$ cat src/rtl/fifo_param_if.sv
// Handshake/status bundle between a fifo_param lane queue and its demux/arbiter neighbours.
// master drives push/pop requests and thresholds; slave is the FIFO itself.
interface fifo_param_if #(
  parameter int DATA_SIZE = 10,
  parameter int ADDR_SIZE = 3
);
  logic                 write;
  logic                 read;
  logic [DATA_SIZE-1:0] data_in_push;
  logic [ADDR_SIZE:0]   umbral_full;
  logic [ADDR_SIZE:0]   umbral_empty;
  logic                 err_clear;
  logic [DATA_SIZE-1:0] data_out_pop;
  logic                 valid_out;
  logic                 fifo_empty;
  logic                 fifo_full;
  logic                 almost_full;
  logic                 almost_empty;
  logic                 fifo_pause;
  logic                 fifo_error;
  logic [ADDR_SIZE:0]   count;

  modport master (
    output write, read, data_in_push, umbral_full, umbral_empty, err_clear,
    input  data_out_pop, valid_out, fifo_empty, fifo_full, almost_full,
           almost_empty, fifo_pause, fifo_error, count
  );

  modport slave (
    input  write, read, data_in_push, umbral_full, umbral_empty, err_clear,
    output data_out_pop, valid_out, fifo_empty, fifo_full, almost_full,
           almost_empty, fifo_pause, fifo_error, count
  );
endinterface

$ cat src/rtl/fifo_param.sv
// Parametrised synchronous lane FIFO with programmable thresholds, hysteretic pause and sticky error.
// Define FIFO_FWFT_EN for first-word fall-through output; default is registered pop with latency 1.
module fifo_param #(
  parameter int DATA_SIZE = 10,
  parameter int ADDR_SIZE = 3
) (
  input logic          clk,
  input logic          reset,
  fifo_param_if.slave  bus
);
  localparam int DEPTH = 2**ADDR_SIZE;
  localparam logic [ADDR_SIZE:0] DEPTH_C = {1'b1, {ADDR_SIZE{1'b0}}};

  logic [DATA_SIZE-1:0] mem [DEPTH];
  logic [ADDR_SIZE-1:0] wr_ptr, rd_ptr;
  logic [ADDR_SIZE:0]   count_q, count_next, full_thr;
  logic                 empty_c, full_c;
  logic                 push_acc, pop_acc, err_set;
  logic                 pause_q, error_q;

  // A zero almost-full threshold would assert permanently; treat it as DEPTH instead.
  assign full_thr = (bus.umbral_full == '0) ? DEPTH_C : bus.umbral_full;

  assign empty_c  = (count_q == '0);
  assign full_c   = (count_q == DEPTH_C);
  assign pop_acc  = bus.read && !empty_c;
  assign push_acc = bus.write && (!full_c || pop_acc);
  assign err_set  = (bus.write && full_c && !bus.read) || (bus.read && empty_c);

  assign count_next = count_q + {{ADDR_SIZE{1'b0}}, push_acc} - {{ADDR_SIZE{1'b0}}, pop_acc};

  always_ff @(posedge clk) begin
    if (push_acc) mem[wr_ptr] <= bus.data_in_push;
  end

  always_ff @(posedge clk or posedge reset) begin
    if (reset) begin
      wr_ptr  <= '0;
      rd_ptr  <= '0;
      count_q <= '0;
      pause_q <= 1'b0;
      error_q <= 1'b0;
    end else begin
      if (push_acc) wr_ptr <= wr_ptr + ADDR_SIZE'(1);
      if (pop_acc)  rd_ptr <= rd_ptr + ADDR_SIZE'(1);
      count_q <= count_next;
      if (count_next >= full_thr)
        pause_q <= 1'b1;
      else if (count_next <= bus.umbral_empty)
        pause_q <= 1'b0;
      // A fresh error outranks a clear issued in the same cycle.
      if (err_set)
        error_q <= 1'b1;
      else if (bus.err_clear)
        error_q <= 1'b0;
    end
  end

`ifdef FIFO_FWFT_EN
  assign bus.data_out_pop = empty_c ? '0 : mem[rd_ptr];
  assign bus.valid_out    = !empty_c;
`else
  logic [DATA_SIZE-1:0] dout_q;
  logic                 valid_q;

  always_ff @(posedge clk or posedge reset) begin
    if (reset) begin
      dout_q  <= '0;
      valid_q <= 1'b0;
    end else begin
      valid_q <= pop_acc;
      if (pop_acc) dout_q <= mem[rd_ptr];
    end
  end

  assign bus.data_out_pop = dout_q;
  assign bus.valid_out    = valid_q;
`endif

  assign bus.count        = count_q;
  assign bus.fifo_empty   = empty_c;
  assign bus.fifo_full    = full_c;
  assign bus.almost_full  = (count_q >= full_thr);
  assign bus.almost_empty = (count_q <= bus.umbral_empty);
  assign bus.fifo_pause   = pause_q;
  assign bus.fifo_error   = error_q;
endmodule

$ cat src/flat_wrapper.sv
// flat-port wrapper written by rule: the top's interface ports become plain ports
module fifo_param_flat 
#(
  parameter int DATA_SIZE = 10,
  parameter int ADDR_SIZE = 3
)
  (clk, reset, bus_write, bus_read, bus_data_in_push, bus_umbral_full, bus_umbral_empty, bus_err_clear, bus_data_out_pop, bus_valid_out, bus_fifo_empty, bus_fifo_full, bus_almost_full, bus_almost_empty, bus_fifo_pause, bus_fifo_error, bus_count);
  fifo_param_if #(.DATA_SIZE(DATA_SIZE), .ADDR_SIZE(ADDR_SIZE)) bus_i ();
  input logic clk;
  input logic reset;
  input wire logic [$bits(bus_i.write)-1:0] bus_write;
  input wire logic [$bits(bus_i.read)-1:0] bus_read;
  input wire logic [$bits(bus_i.data_in_push)-1:0] bus_data_in_push;
  input wire logic [$bits(bus_i.umbral_full)-1:0] bus_umbral_full;
  input wire logic [$bits(bus_i.umbral_empty)-1:0] bus_umbral_empty;
  input wire logic [$bits(bus_i.err_clear)-1:0] bus_err_clear;
  output wire logic [$bits(bus_i.data_out_pop)-1:0] bus_data_out_pop;
  output wire logic [$bits(bus_i.valid_out)-1:0] bus_valid_out;
  output wire logic [$bits(bus_i.fifo_empty)-1:0] bus_fifo_empty;
  output wire logic [$bits(bus_i.fifo_full)-1:0] bus_fifo_full;
  output wire logic [$bits(bus_i.almost_full)-1:0] bus_almost_full;
  output wire logic [$bits(bus_i.almost_empty)-1:0] bus_almost_empty;
  output wire logic [$bits(bus_i.fifo_pause)-1:0] bus_fifo_pause;
  output wire logic [$bits(bus_i.fifo_error)-1:0] bus_fifo_error;
  output wire logic [$bits(bus_i.count)-1:0] bus_count;
  assign bus_i.write = bus_write;
  assign bus_i.read = bus_read;
  assign bus_i.data_in_push = bus_data_in_push;
  assign bus_i.umbral_full = bus_umbral_full;
  assign bus_i.umbral_empty = bus_umbral_empty;
  assign bus_i.err_clear = bus_err_clear;
  assign bus_data_out_pop = bus_i.data_out_pop;
  assign bus_valid_out = bus_i.valid_out;
  assign bus_fifo_empty = bus_i.fifo_empty;
  assign bus_fifo_full = bus_i.fifo_full;
  assign bus_almost_full = bus_i.almost_full;
  assign bus_almost_empty = bus_i.almost_empty;
  assign bus_fifo_pause = bus_i.fifo_pause;
  assign bus_fifo_error = bus_i.fifo_error;
  assign bus_count = bus_i.count;
  fifo_param #(.DATA_SIZE(DATA_SIZE), .ADDR_SIZE(ADDR_SIZE)) u_core (.clk(clk), .reset(reset), .bus(bus_i));
endmodule
$ cat config.mk
export PLATFORM = sky130hd
export DESIGN_NAME = fifo_param_flat
export DESIGN_NICKNAME = d
export VERILOG_FILES = /design/src/rtl/fifo_param_if.sv /design/src/rtl/fifo_param.sv /design/src/flat_wrapper.sv
export SDC_FILE = /design/constraint.sdc
export NUM_CORES = 1
export LEC_CHECK = 0
export CAP_MARGIN = 20
export CORE_MARGIN = 2
export CORE_UTILIZATION = 56
export CTS_CLUSTER_SIZE = 20
export DETAILED_ROUTE_END_ITERATION = 10
export GPL_TIMING_DRIVEN = 0
export MAX_ROUTING_LAYER = met4
export PLACE_DENSITY = 0.79
export SYNTH_ARGS = -nofsm -noshare
export SYNTH_HDL_FRONTEND = slang
export SYNTH_SLANG_ARGS = --single-unit
$ cat constraint.sdc
create_clock -name clk -period 4.7 [get_ports clk]
set_clock_uncertainty 0.2 [all_clocks]
set_input_delay 0.47 -clock clk [delete_from_list [all_inputs] [get_ports clk]]
set_output_delay 0.47 -clock clk [all_outputs]
set_load 0.02 [all_outputs]
* Word level (Yosys, flattened, before mapping) *
Memories as Yosys holds them, arrays and structs flattened. A register that Yosys moved wholly into a read port is not among the register bits.
Cells that the tools add are included.
W data, S select, Z words.

operators by class
  add/sub/neg operators = 4
  order comparisons = 4
  equal/unequal tests = 1
  multiplexer cells = 7
  reduce and logical (&&, ||, !) cells = 14

operators with widths
  operator               count
  $ge A4 B4 Y1           2
  $le A4 B4 Y1           2
  $logic_not A4 Y1       2
  $add A3 B1 Y3 const B  2
  $mux W1                6
  $logic_and A1 B1 Y1    5
  $add A4 B1 Y4          1
  $eq A4 B4 Y1 const B   1
  $mux W4                1
  $reduce_bool A2 Y1     2
  $sub A4 B1 Y4          1
  $logic_not A1 Y1       3
  $logic_or A1 B1 Y1     2

word-level totals
  flip-flop bits (word level) = 13
  bits in writable memories = 80
  input port bits = 23
  output and inout port bits = 21
  word-level logic and storage cells = 37
  memories kept = 1

memory list
  memory      words  width  rd ports  clocked after memory_dff  wr ports  RTL line          source
  u_core.mem  8      10     1         1                         1         fifo_param.sv:14  logic [DATA_SIZE-1:0] mem [DEPTH];

* Depth between registers and ports, before layout *
Gate-level depths: netlist of run 1.

  word-level depth = 10
  gate-level depth with buffers = 16
  mapped depth without buffers = 16

* Worst setup path before layout of run 1 *
No wires, ideal clock.

  path type = reg-to-reg
  start = register u_core.count_q[2], in the netlist u_core.bus.count[2]
  end = register u_core.pause_q, in the netlist u_core.bus.fifo_pause
  setup time = 0.080 ns
  data arrival time = 3.685 ns
  data required time = 4.420 ns
  path slack = 0.735 ns
  stages on the path, launching flop included = 17
  path buffers = 0
  period minus slack after synthesis = 3.965 ns
  path through = dfrtp_1 -> inv_1 -> ha_1 -> nor3b_1 -> nand2b_1 -> inv_1 -> ha_1 -> inv_1 -> ha_1 -> nand3_1 -> and3_1 -> or2_2 -> ha_1 -> nand4b_1 -> mux2i_1 -> or4b_1 -> o211ai_2

between the ends
  word-level cells in the longest chain between the ends = 9
  elaborated cells between the ends (all ways) = 13
  those cells by class = add/sub: 2; order compare: 2; eq/ne: 1; mux: 1; reduce/logical: 7

RTL lines
  what                                           RTL line                            source
  from (decl)                                    fifo_param.sv:16                    logic [ADDR_SIZE:0] count_q, count_next, full_thr;
  from (signal assigned)                         fifo_param.sv:46                    count_q <= count_next;
  $logic_not A4 Y1 *                             fifo_param.sv:24                    assign empty_c = (count_q == '0);
  via bus_fifo_empty                             flat_wrapper.sv:19                  output wire logic [$bits(bus_i.fifo_empty)-1:0] bus_fifo_empty;
  $logic_not A1 Y1 *                             fifo_param.sv:26                    assign pop_acc = bus.read && !empty_c;
  $logic_and A1 B1 Y1 *                          fifo_param.sv:26
  via u_core.pop_acc                             fifo_param.sv:18                    logic push_acc, pop_acc, err_set;
  $logic_or A1 B1 Y1                             fifo_param.sv:27                    assign push_acc = bus.write && (!full_c || pop_acc);
  $logic_and A1 B1 Y1                            fifo_param.sv:27
  $add A4 B1 Y4                                  fifo_param.sv:30                    assign count_next = count_q + {{ADDR_SIZE{1'b0}}, push_acc} - {{ADDR_SIZE{1'b0}}, pop_acc};
  $sub A4 B1 Y4 *                                fifo_param.sv:30
  $ge A4 B4 Y1 or $le A4 B4 Y1 (tied branches)   fifo_param.sv:47, fifo_param.sv:49
  $mux W1 or $reduce_bool A2 Y1 (tied branches)  n/a
  to (signal assigned)                           fifo_param.sv:41                    pause_q <= 1'b0;
  to (signal assigned)                           fifo_param.sv:48                    pause_q <= 1'b1;
  to (signal assigned)                           fifo_param.sv:50                    pause_q <= 1'b0;
  to (decl)                                      fifo_param.sv:19                    logic pause_q, error_q;

The timed path passes the listed nets; every way through them passes the cells marked *.
A chain may end at the register's enable or synchronous reset.

* Worst setup path after layout of run 1 *
  start = register u_core.count_q[2], in the netlist u_core.bus.count[2]
  end = register u_core.pause_q, in the netlist u_core.bus.fifo_pause

between the ends
  word-level cells in the longest chain between the ends = 9
  elaborated cells between the ends (all ways) = 13
  those cells by class = add/sub: 2; order compare: 2; eq/ne: 1; mux: 1; reduce/logical: 7

RTL lines
  what                                           RTL line
  $logic_not A4 Y1 *                             fifo_param.sv:24
  $logic_not A1 Y1 *                             fifo_param.sv:26
  $logic_and A1 B1 Y1 *                          fifo_param.sv:26
  via u_core.pop_acc                             fifo_param.sv:18
  $logic_or A1 B1 Y1                             fifo_param.sv:27
  $logic_and A1 B1 Y1                            fifo_param.sv:27
  $add A4 B1 Y4                                  fifo_param.sv:30
  $sub A4 B1 Y4 *                                fifo_param.sv:30
  via u_core.count_next[1]                       fifo_param.sv:16
  $ge A4 B4 Y1 or $le A4 B4 Y1 (tied branches)   fifo_param.sv:47, fifo_param.sv:49
  $mux W1 or $reduce_bool A2 Y1 (tied branches)  n/a

Marked as above.

==> results of run 1 <==
==> layer usage <==
layer  track usage (%)  routed length [um]
met4              4.23                  50
met3              5.78                 498
met2              34.9                4110
met5                 -                   0
met1              27.1                3670
==> worst max path at each step <==
stage | start | to | slack, ns
after global routing | u_core.bus.count[2] | u_core.bus.fifo_pause | 0.63
after global placement | bus_read | u_core.bus.fifo_pause | 0.96
final | u_core.bus.count[2] | u_core.bus.fifo_pause | 0.89
after CTS | u_core.bus.count[2] | u_core.bus.fifo_pause | 0.89
after floorplan | u_core.bus.count[2] | u_core.bus.fifo_pause | 0.74
after detailed placement | bus_read | u_core.bus.fifo_pause | 0.90
==> registers in the layout, indices dropped and copies added, names as in the netlist <==
name	count
u_core.bus.valid_out	1
u_core.wr_ptr	3
u_core.bus.fifo_pause	1
u_core.bus.count	4
u_core.rd_ptr	3
u_core.mem	80
u_core.bus.fifo_error	1
u_core.bus.data_out_pop	10
==> cell usage after synthesis, drive strengths merged <==
library cell | count | share of area, %
xnor2 | 3 | 0.60
a21o | 3 | 0.51
nor3b | 2 | 0.34
nor3 | 4 | 0.46
o21a | 2 | 0.34
nand2b | 8 | 1.1
edfxtp | 80 | 55
o211ai | 1 | 0.28
dfrtp | 23 | 13
o21ai | 12 | 1.4
nand3 | 1 | 0.11
a2111oi | 1 | 0.20
nor2 | 7 | 0.60
or2 | 2 | 0.28
nand4 | 2 | 0.28
a21oi | 4 | 0.46
and3 | 1 | 0.14
maj3 | 1 | 0.23
a21boi | 1 | 0.17
clkbuf | 5 | 0.43
nor2b | 2 | 0.28
xor2 | 2 | 0.57
mux4 | 20 | 10
fa | 1 | 0.46
mux2 | 1 | 0.26
or4b | 1 | 0.23
ha | 21 | 6.0
inv | 17 | 1.5
nand4b | 1 | 0.20
nand2 | 17 | 1.5
mux2i | 11 | 2.5
buf | 3 | 0.31
o22ai | 2 | 0.28
==> metrics by stage <==
step           power (W)  cells
3_3_place_gp     0.00266    407
2_1_floorplan    0.00224    262
3_5_place_dp     0.00273    413
6_report         0.00325    431
4_1_cts          0.00326    429
5_1_grt          0.00342    431
==> worst max-delay path: stages, from the launching register on <==
cell and delay (ns):
dfrtp_1 0.43, inv_1 0.13, ha_1 0.17, nor3b_1 0.23
nand2b_1 0.22, inv_1 0.15, ha_1 0.30, inv_1 0.04
ha_1 0.20, fa_1 0.51, ha_1 0.34, nor2b_1 0.14
a2111oi_0 0.39, or4b_1 0.20, o211ai_2 0.07
==> kinds of logic (layout without fill, tap and decap cells) <==
logic type               after synthesis  count (layout)
multiplexers                          32              32
AND/OR/NAND/NOR                       48              48
XOR/XNOR                               5               5
buffers and inverters                 25              92
AO/OA/AOI/OAI                         26              26
flip-flops                           103             103
adder cells (fa/ha/maj)               23              23
==> final cells by class <==
class / count / area share [%]
Buffer: 8 / 0.621
Clock buffer: 12 / 2.77
Clock inverter: 4 / 0.907
Inverter: 17 / 1.22
Multi-Input combinational cell: 134 / 25.3
Sequential cell: 103 / 56.8
Tap cell: 102 / 2.43
Timing Repair Buffer: 51 / 9.93
==> power by group through the flow <==
stage / sequential, W / clock (W) / combinational [W]
3_3_place_gp: 0.00131 / 0 / 0.00135
6_report: 0.00130 / 0.000533 / 0.00141
4_1_cts: 0.00131 / 0.000541 / 0.00141
3_5_place_dp: 0.00132 / 0 / 0.00140
5_1_grt: 0.00133 / 0.000570 / 0.00153
2_1_floorplan: 0.00138 / 0 / 0.000867
==> results.yml, run 1 <==
sta:
  fmax_mhz: 262
  fin_ws_ns: 0.888
  setup-tns-final_ns: 0
  slew-limit-headroom_pct: 37.5
  hold_viol_final: 0
  finalCriticalPeriod_ns: 3.81
  setup_viol: 0
  slew_viol_final: 0
  worst_slew_pin_slew_ns: 0.937
  hold_slack_ns: 0.284
  post-route-period-util_pct: 81.1
  rsz0062_at_grt: "no"
critical_path:
  crit_type: "reg2reg"
  critPathCaptureType: "flip-flop"
  r2r_cells: 14
  worst_ep_required_time_ns: 4.73
  worstReg2RegEnd: "u_core.bus.fifo_pause"
  cp.arrival_ns: 3.85
  critPathMaxFanout: 5
  start_kind: "flip-flop"
  r2r-start: "u_core.bus.count[2]"
  regToRegSetupSlack_ns: 0.89
floorplanning:
  row_count: 32
  design.core.area_um2: 7650
  dieArea_um2: 8570
  pin_count: 44
  die_y_um: 92.6
  die_w_um: 92.6
  start_util_pct: 57.4
run:
  cap_viol_max_count: 0
synth:
  synthMuxAreaShare_pct: 13.0
  synth_cell_types: 35
  ys_seq_area_share_pct: 67.8
  synth_area_um2: 4390
  synth_top_family_by_area: "multiplexers"
  syn_nets: 307
  synth-compound-area-share_pct: 3.62
  synthCells: 262
  yosysWarnings: 0
  synth_fa_ha_area_share_pct: 6.67
  synth-seq-cells: 103
  synth-xor-area-share_pct: 1.17
  synthSimpleGateAreaFrac_pct: 5.53
  avgSynthCellArea_um2: 16.8
cells_and_area:
  fin_area_um2: 5240
  final_cell_mix: "edfxtp_1 (80), clkdlybuf4s50_1 (43), dfrtp_1 (23), ha_1 (21), mux4_2 (20)"
  drive_gt1_share_pct: 15.2
  syn_to_final_growth_pct: 19.4
  final_util_pct: 68.6
  diodes: 0
  final_common_cell: "edfxtp_1"
  area.sequential_um2: 2980
  layout.nets: 369
  multiInputGateArea_um2: 1330
  fill_cells: 501
worst_hold_path:
  min_to: "u_core.bus.data_out_pop[1]"
  worstHoldPathType: "reg2reg"
  holdPathStages: 2
  holdCritStartpoint: "u_core.bus.data_out_pop[1]"
global_route:
  overflow: 0
  grt_usage_pct: 21.2
  grt_pass1_vias: 2393
  grt_max_degree: 24
  grt_pass1_wl_um: 12600
  antenna_found_initial: 0
clocking:
  cts_setup_buffers: 0
  clkSinkCount: 103
  clkTransAtPathRegs_ns: 0.09
  numCtsBuffers: 9
  cts_hold_buffers: 0
  h-tree-depth: 3
  tritoncts: "done"
  cts_resized: 0
  root_buffer: "clkbuf_8"
  clk_latency_ns: 0.36
  clk_path_buf_depth: 2
power_and_ir_drop:
  p_leak_nw: 1.95
  vdd_drop_max_mv: 0.342
  pwr_density_cell_nw_per_um2: 619
  pwr-share-comb_pct: 43.4
  seqPwrFrac_pct: 40.1
  swShare_pct: 34.3
  clkPwrFrac_pct: 16.4
  internal_power_w: 0.00213
  power.switching_w: 0.00111
outcome:
  status: "completed"
placed_design:
  placed_area_um2: 5030
  portBuffers: 43
  dp_hpwl_um: 5730
  dp_slack_ns: 0.899
  place.gp.congestion: 0.755
routing:
  drc_errors: 0
  final_antenna_net_count: 0
  initialDrtViolationCount: 229
  vias: 2384
  vias_per_cell: 5.53
  drt_first_pass_iters: 4
  finalWirelength_um: 8330
  wl_per_cell_um: 19.3
(Power assumes the default switching activity.)
==> run 2: changes to the inputs <==
CORE_UTILIZATION = 51   (was 56)
PLACE_DENSITY = 0.75   (was 0.79)
clock period = 3.48 ns   (was 4.7 ns; I/O delays follow)
==> run 2 against run 1 <==
  * Maximum frequency is 14% higher
  * Flip-flop and latch count stayed put
  * Combinational power is 55% higher
  * Sequential power is 36% higher
  * Via count is 2.0% higher
  * Global-route usage is 1.3 points lower
  * Largest power group unchanged
  * First-iteration DRC count is 24% lower
  * Count of clock-buffer cells in the layout is 2 lower
  * Cell count is 2.6% higher
  * Die area is 9.4% higher
  * Highest routed layer unchanged
  * Worst setup slack worse by 0.76 ns
==> results.yml, run 2 (synthesis results as in run 1) <==
routing:
  wl_per_cell_um: 19.6
  vias_per_cell: 5.50
  final_antenna_net_count: 0
  vias: 2431
  initialDrtViolationCount: 173
  finalWirelength_um: 8670
  drt_first_pass_iters: 4
  drc_errors: 0
floorplanning:
  die_y_um: 96.8
  die_w_um: 96.8
  dieArea_um2: 9370
  start_util_pct: 52.9
  pin_count: 44
  design.core.area_um2: 8300
  row_count: 33
critical_path:
  cp_slowest_cell: "or4b_4"
  max_stage_delay_ns: 0.53
  crit_buf_inv: 3
  crit_type: "reg2reg"
  worst_ep_required_time_ns: 3.56
  cp.arrival_ns: 3.44
  start_kind: "flip-flop"
  critPathMaxFanout: 5
  r2r_cells: 14
  cp_common_cell: "ha_4"
  regToRegSetupSlack_ns: 0.13
  r2r-start: "u_core.bus.count[3]"
  critPathCaptureType: "flip-flop"
  cp_cell_sequence: "inv_2 -> ha_4 -> nor3b_4 -> nand2b_4 -> inv_4 -> ha_4 -> inv_2 -> ha_4 -> fa_2 -> ha_4 -> nor2b_4 -> a2111oi_2 -> or4b_4 -> o211ai_2"
  worstReg2RegEnd: "u_core.bus.fifo_pause"
  cp_top_family: "adder cells"
worst_hold_path:
  holdCritStartpoint: "u_core.bus.data_out_pop[1]"
  worstHoldPathType: "reg2reg"
  min_to: "u_core.bus.data_out_pop[1]"
  holdPathStages: 2
placed_design:
  portBuffers: 43
  dp_hpwl_um: 5920
  place.gp.congestion: 0.802
cells_and_area:
  final_common_cell: "edfxtp_1"
  drive_gt1_share_pct: 24.6
  layout.nets: 377
  top_register: "u_core.mem"
  final_util_pct: 66.0
  syn_to_final_growth_pct: 24.8
  final_cell_mix: "edfxtp_1 (80), clkdlybuf4s50_1 (43), dfrtp_1 (21), mux4_2 (20), nand2_1 (17)"
  fill_cells: 575
  largest_register_ff_count: 80
  diodes: 0
sta:
  hold_slack_ns: 0.284
  setup_viol: 0
  fmax_mhz: 298
  hold_viol_final: 0
  post-route-period-util_pct: 96.4
  slew-limit-headroom_pct: 42.4
  setup-tns-final_ns: 0
  worst_slew_pin_slew_ns: 0.864
  finalCriticalPeriod_ns: 3.35
  rsz0062_at_grt: "no"
  slew_viol_final: 0
clocking:
  clkTransAtPathRegs_ns: 0.10
  clk_latency_ns: 0.35
  clkSinkCount: 103
  root_buffer: "clkbuf_8"
  numCtsBuffers: 9
  tritoncts: "done"
  clk_path_buf_depth: 2
  h-tree-depth: 3
global_route:
  antenna_found_initial: 0
  overflow: 0
  grt_pass1_wl_um: 13500
  grt_pass1_vias: 2526
  grt_usage_pct: 19.9
  grt_max_degree: 24
power_and_ir_drop:
  p_leak_nw: 2.02
  pwr_density_cell_nw_per_um2: 862
  vdd_drop_max_mv: 0.476
run:
  cap_viol_max_count: 0
outcome:
  status: "completed"
run 2: changes by cell type in the layout (fill, tap and decap cells not counted), moves of 3 or more:
cell	change
buf_4	+6
inv_2	+3
ha_4	+5
ha_1	-5
inv_1	-5
run 2: worst max-delay path by stage:
| stage | to | start | cells after the start |
|---|---|---|---|
| after floorplan | u_core.bus.fifo_pause | u_core.bus.count[2] | 14 |
| after global placement | u_core.mem[0][3] | bus_read | 5 |
| after detailed placement | u_core.bus.fifo_pause | bus_read | 10 |
| after CTS | u_core.bus.fifo_pause | u_core.bus.count[3] | 14 |
| after global routing | u_core.bus.fifo_pause | u_core.bus.count[3] | 14 |
| final | u_core.bus.fifo_pause | u_core.bus.count[3] | 14 |
run 2: repair_timing:
action | 4_1_cts | 5_1_grt
setup buffers | 2 | 4
hold endpoints to repair | 0 | 1
pin swaps | 0 | 4
hold buffers | 0 | 1
resized for setup | 2 | 10
gates cloned | 0 | 0
endpoints found under the setup margin | 1 | 1
run 2: worst register-to-register path, stage by stage (launching register included):
cell,delay [ns]
dfrtp_2,0.46
inv_2,0.08
ha_4,0.13
nor3b_4,0.19
nand2b_4,0.18
inv_4,0.05
ha_4,0.26
inv_2,0.04
ha_4,0.16
fa_2,0.47
ha_4,0.31
nor2b_4,0.13
a2111oi_2,0.04
or4b_4,0.53
o211ai_2,0.07
run 2: report_power, final:
| group | switching [W] | internal (W) | leakage [nW] |
|---|---|---|---|
| combinational | 0.00108 | 0.00110 | 0.914 |
| sequential | 0.000160 | 0.00161 | 0.999 |
| clock | 0.000417 | 0.000364 | 0.103 |
| total | 0.00165 | 0.00307 | 2.02 |
run 2: area by class of cell:
cell class	count	area, um2	share of cell area (%)
buffer	8	32.5	0.593
clock inverter	6	76.3	1.39
multi-input combinational	134	1450	26.5
tap	105	131	2.40
timing repair buffer	59	603	11.0
inverter	17	68.8	1.26
sequential	103	2980	54.4
clock buffer	10	138	2.51
run 2: metrics by stage:
step / area, um2 / std cells / setup WS [ns] / power [W]
final: 5480 / 442 / 0.125 / 0.00473
after global routing: 5480 / 442 / 0.0116 / 0.00503
after detailed placement: 5140 / 418 / -0.285 / 0.00383
after floorplan: 4480 / 262 / 0.00767 / 0.00312
after CTS: 5370 / 436 / 0.00201 / 0.00462
after global placement: 5040 / 410 / -0.325 / 0.00370
run 2: metal layers:
metal | vias to the layer above | wire [um] | GRT usage (%)
met2 | 65 | 4470 | 32.9
li1 | 1136 | - | -
met4 | 0 | 87 | 6.39
met1 | 1222 | 3680 | 25.1
met5 | - | 0 | -
met3 | 8 | 431 | 3.97
==> run 3: changes to the inputs <==
GPL_TIMING_DRIVEN = default   (was 0)
==> run 3 against run 2 <==
  * Count of clock-buffer cells in the layout stayed put
  * Critical endpoint unchanged
  * Total power down 0.60%
  * Register-to-register slack barely moved
  * Non-clock buffer count is 3 lower
  * Worst hold slack worse by 0.096 ns
  * Cell area is 1.1% lower
  * Critical path type unchanged
  * Maximum frequency rose by 0.18%
  * Combinational power decreased by 7%
  * Global-route usage fell by 0.46 points
  * Utilization is 0.75 points lower
  * Sequential share of layout area increased by 0.63 points
==> results.yml, run 3 (synthesis results as in run 1) <==
outcome:
  status: "completed"
floorplanning:
  pin_count: 44
  row_count: 33
  dieArea_um2: 9370
  die_y_um: 96.8
  die_w_um: 96.8
  start_util_pct: 52.9
  design.core.area_um2: 8300
critical_path:
  cp_slowest_cell: "or4b_1"
  r2r_cells: 15
  crit_buf_inv: 3
  critPathMaxFanout: 5
  cp_common_cell: "ha_4"
  critPathCaptureType: "flip-flop"
  start_kind: "flip-flop"
  cp_top_family: "simple AND/OR/NAND/NOR gates"
  max_stage_delay_ns: 0.54
  cp_cell_sequence: "inv_2 -> ha_4 -> nor3b_4 -> nand2b_4 -> inv_4 -> ha_4 -> inv_1 -> ha_1 -> nand3_1 -> a21oi_1 -> or2_2 -> ha_4 -> o22ai_1 -> or4b_1 -> o211ai_2"
  cp.arrival_ns: 3.45
  worst_ep_required_time_ns: 3.58
  cp.depth: 15
  crit_type: "reg2reg"
routing:
  wl_per_cell_um: 19.2
  vias_per_cell: 5.56
  drt_first_pass_iters: 5
  vias: 2441
  initialDrtViolationCount: 129
  finalWirelength_um: 8410
  drc_errors: 0
  final_antenna_net_count: 0
sta:
  fmax_mhz: 299
  setup_viol: 0
  hold_viol_final: 0
  fin_ws_ns: 0.131
  post-route-period-util_pct: 96.2
  slew-limit-headroom_pct: 30.9
  worst_slew_pin_slew_ns: 1.04
  slew_viol_final: 0
  hold_slack_ns: 0.187
  setup-tns-final_ns: 0
  finalCriticalPeriod_ns: 3.35
cells_and_area:
  largest_register_ff_count: 80
  layout.nets: 374
  finalNonFillerCells: 439
  drive_gt1_share_pct: 23.7
  final_cell_mix: "edfxtp_1 (80), clkdlybuf4s50_1 (43), dfrtp_1 (21), mux4_2 (20), buf_4 (20)"
  diodes: 0
  top_register: "u_core.mem"
  syn_to_final_growth_pct: 23.4
  final_common_cell: "edfxtp_1"
global_route:
  grt_pass1_wl_um: 13400
  grt_pass1_vias: 2438
  grt_usage_pct: 19.5
  grt_max_degree: 23
  antenna_found_initial: 0
  overflow: 0
clocking:
  root_buffer: "clkbuf_8"
  numCtsBuffers: 9
  clkTransAtPathRegs_ns: 0.10
  clk_latency_ns: 0.37
  h-tree-depth: 3
  cts_hold_buffers: 0
  clk_path_buf_depth: 2
  tritoncts: "done"
  clkSinkCount: 103
placed_design:
  dp_hpwl_um: 5630
  place.gp.congestion: 0.896
  dp_slack_ns: 0.0700
  portBuffers: 43
  dpl.cell_count: 420
power_and_ir_drop:
  p_leak_nw: 2.01
  pwr_density_cell_nw_per_um2: 867
  vdd_drop_max_mv: 0.402
  finalPower_w: 0.00470
worst_hold_path:
  worstHoldPathType: "in2async"
run:
  cap_viol_max_count: 0
-- run 3: changes by cell type in the layout (fill, tap and decap cells not counted), sizes merged --
cell,change
buf,+3
bufinv,+1
clkbuf,-5
dlygate4sd3,-1
inv,-1
-- run 3: repair_timing --
item | 4_1_cts | 5_1_grt
buffers inserted | 0 | 3
gates resized for setup | 0 | 5
hold endpoints to repair | 0 | 0
endpoints found under the setup margin | 0 | 1
-- run 3: per-layer routing --
| layer | routed length [um] | GRT usage [%] |
|---|---|---|
| met5 | 0 | - |
| met4 | 107 | 5.31 |
| met3 | 350 | 5.13 |
| met2 | 4060 | 29.6 |
| met1 | 3890 | 26.5 |
-- run 3: worst register-to-register path: stages (launching register included) --
cell	delay [ns]
dfrtp_2	0.44
inv_2	0.09
ha_4	0.13
nor3b_4	0.19
nand2b_4	0.17
inv_4	0.05
ha_4	0.14
inv_1	0.11
ha_1	0.25
nand3_1	0.11
a21oi_1	0.11
or2_2	0.33
ha_4	0.29
o22ai_1	0.07
or4b_1	0.54
o211ai_2	0.07
-- run 3: cell type report --
type                       instances  area, um2
sequential                       103       2980
fill                             579       2880
multi-input combinational        134       1420
timing repair buffer              64        601
tap                              105        131
clock buffer                      10        128
clock inverter                     6       92.6
inverter                          17       66.3
-- run 3: metrics by stage --
step                      cell area [um2]  util (%)
after floorplan                      4480         -
after global placement               5150      62.1
after detailed placement             5150      62.1
after CTS                            5370      64.7
after global routing                 5420      65.3
final                                5420      65.3
-- run 3: report_power, final --
part	internal [W]	switching, W	leakage (nW)	total, W
combinational	0.00108	0.000943	0.907	0.00202
clock	0.000409	0.000408	0.103	0.000817
sequential	0.00161	0.000256	0.999	0.00186
total	0.00309	0.00161	2.01	0.00470
-- run 3: final timing paths --
check | endpoint | slack [ns] | from
worst max-delay path | u_core.bus.fifo_pause | 0.13 | u_core.bus.count[2]
worst min-delay path | u_core.bus.fifo_error | 0.19 | reset
worst max register to register | u_core.bus.fifo_pause | 0.13 | u_core.bus.count[2]
worst min register to register | u_core.bus.data_out_pop[4] | 0.30 | u_core.bus.data_out_pop[4]
max in group asynchronous | u_core.bus.count[3] | 2.23 | reset
min in group clk | u_core.bus.data_out_pop[4] | 0.30 | u_core.bus.data_out_pop[4]
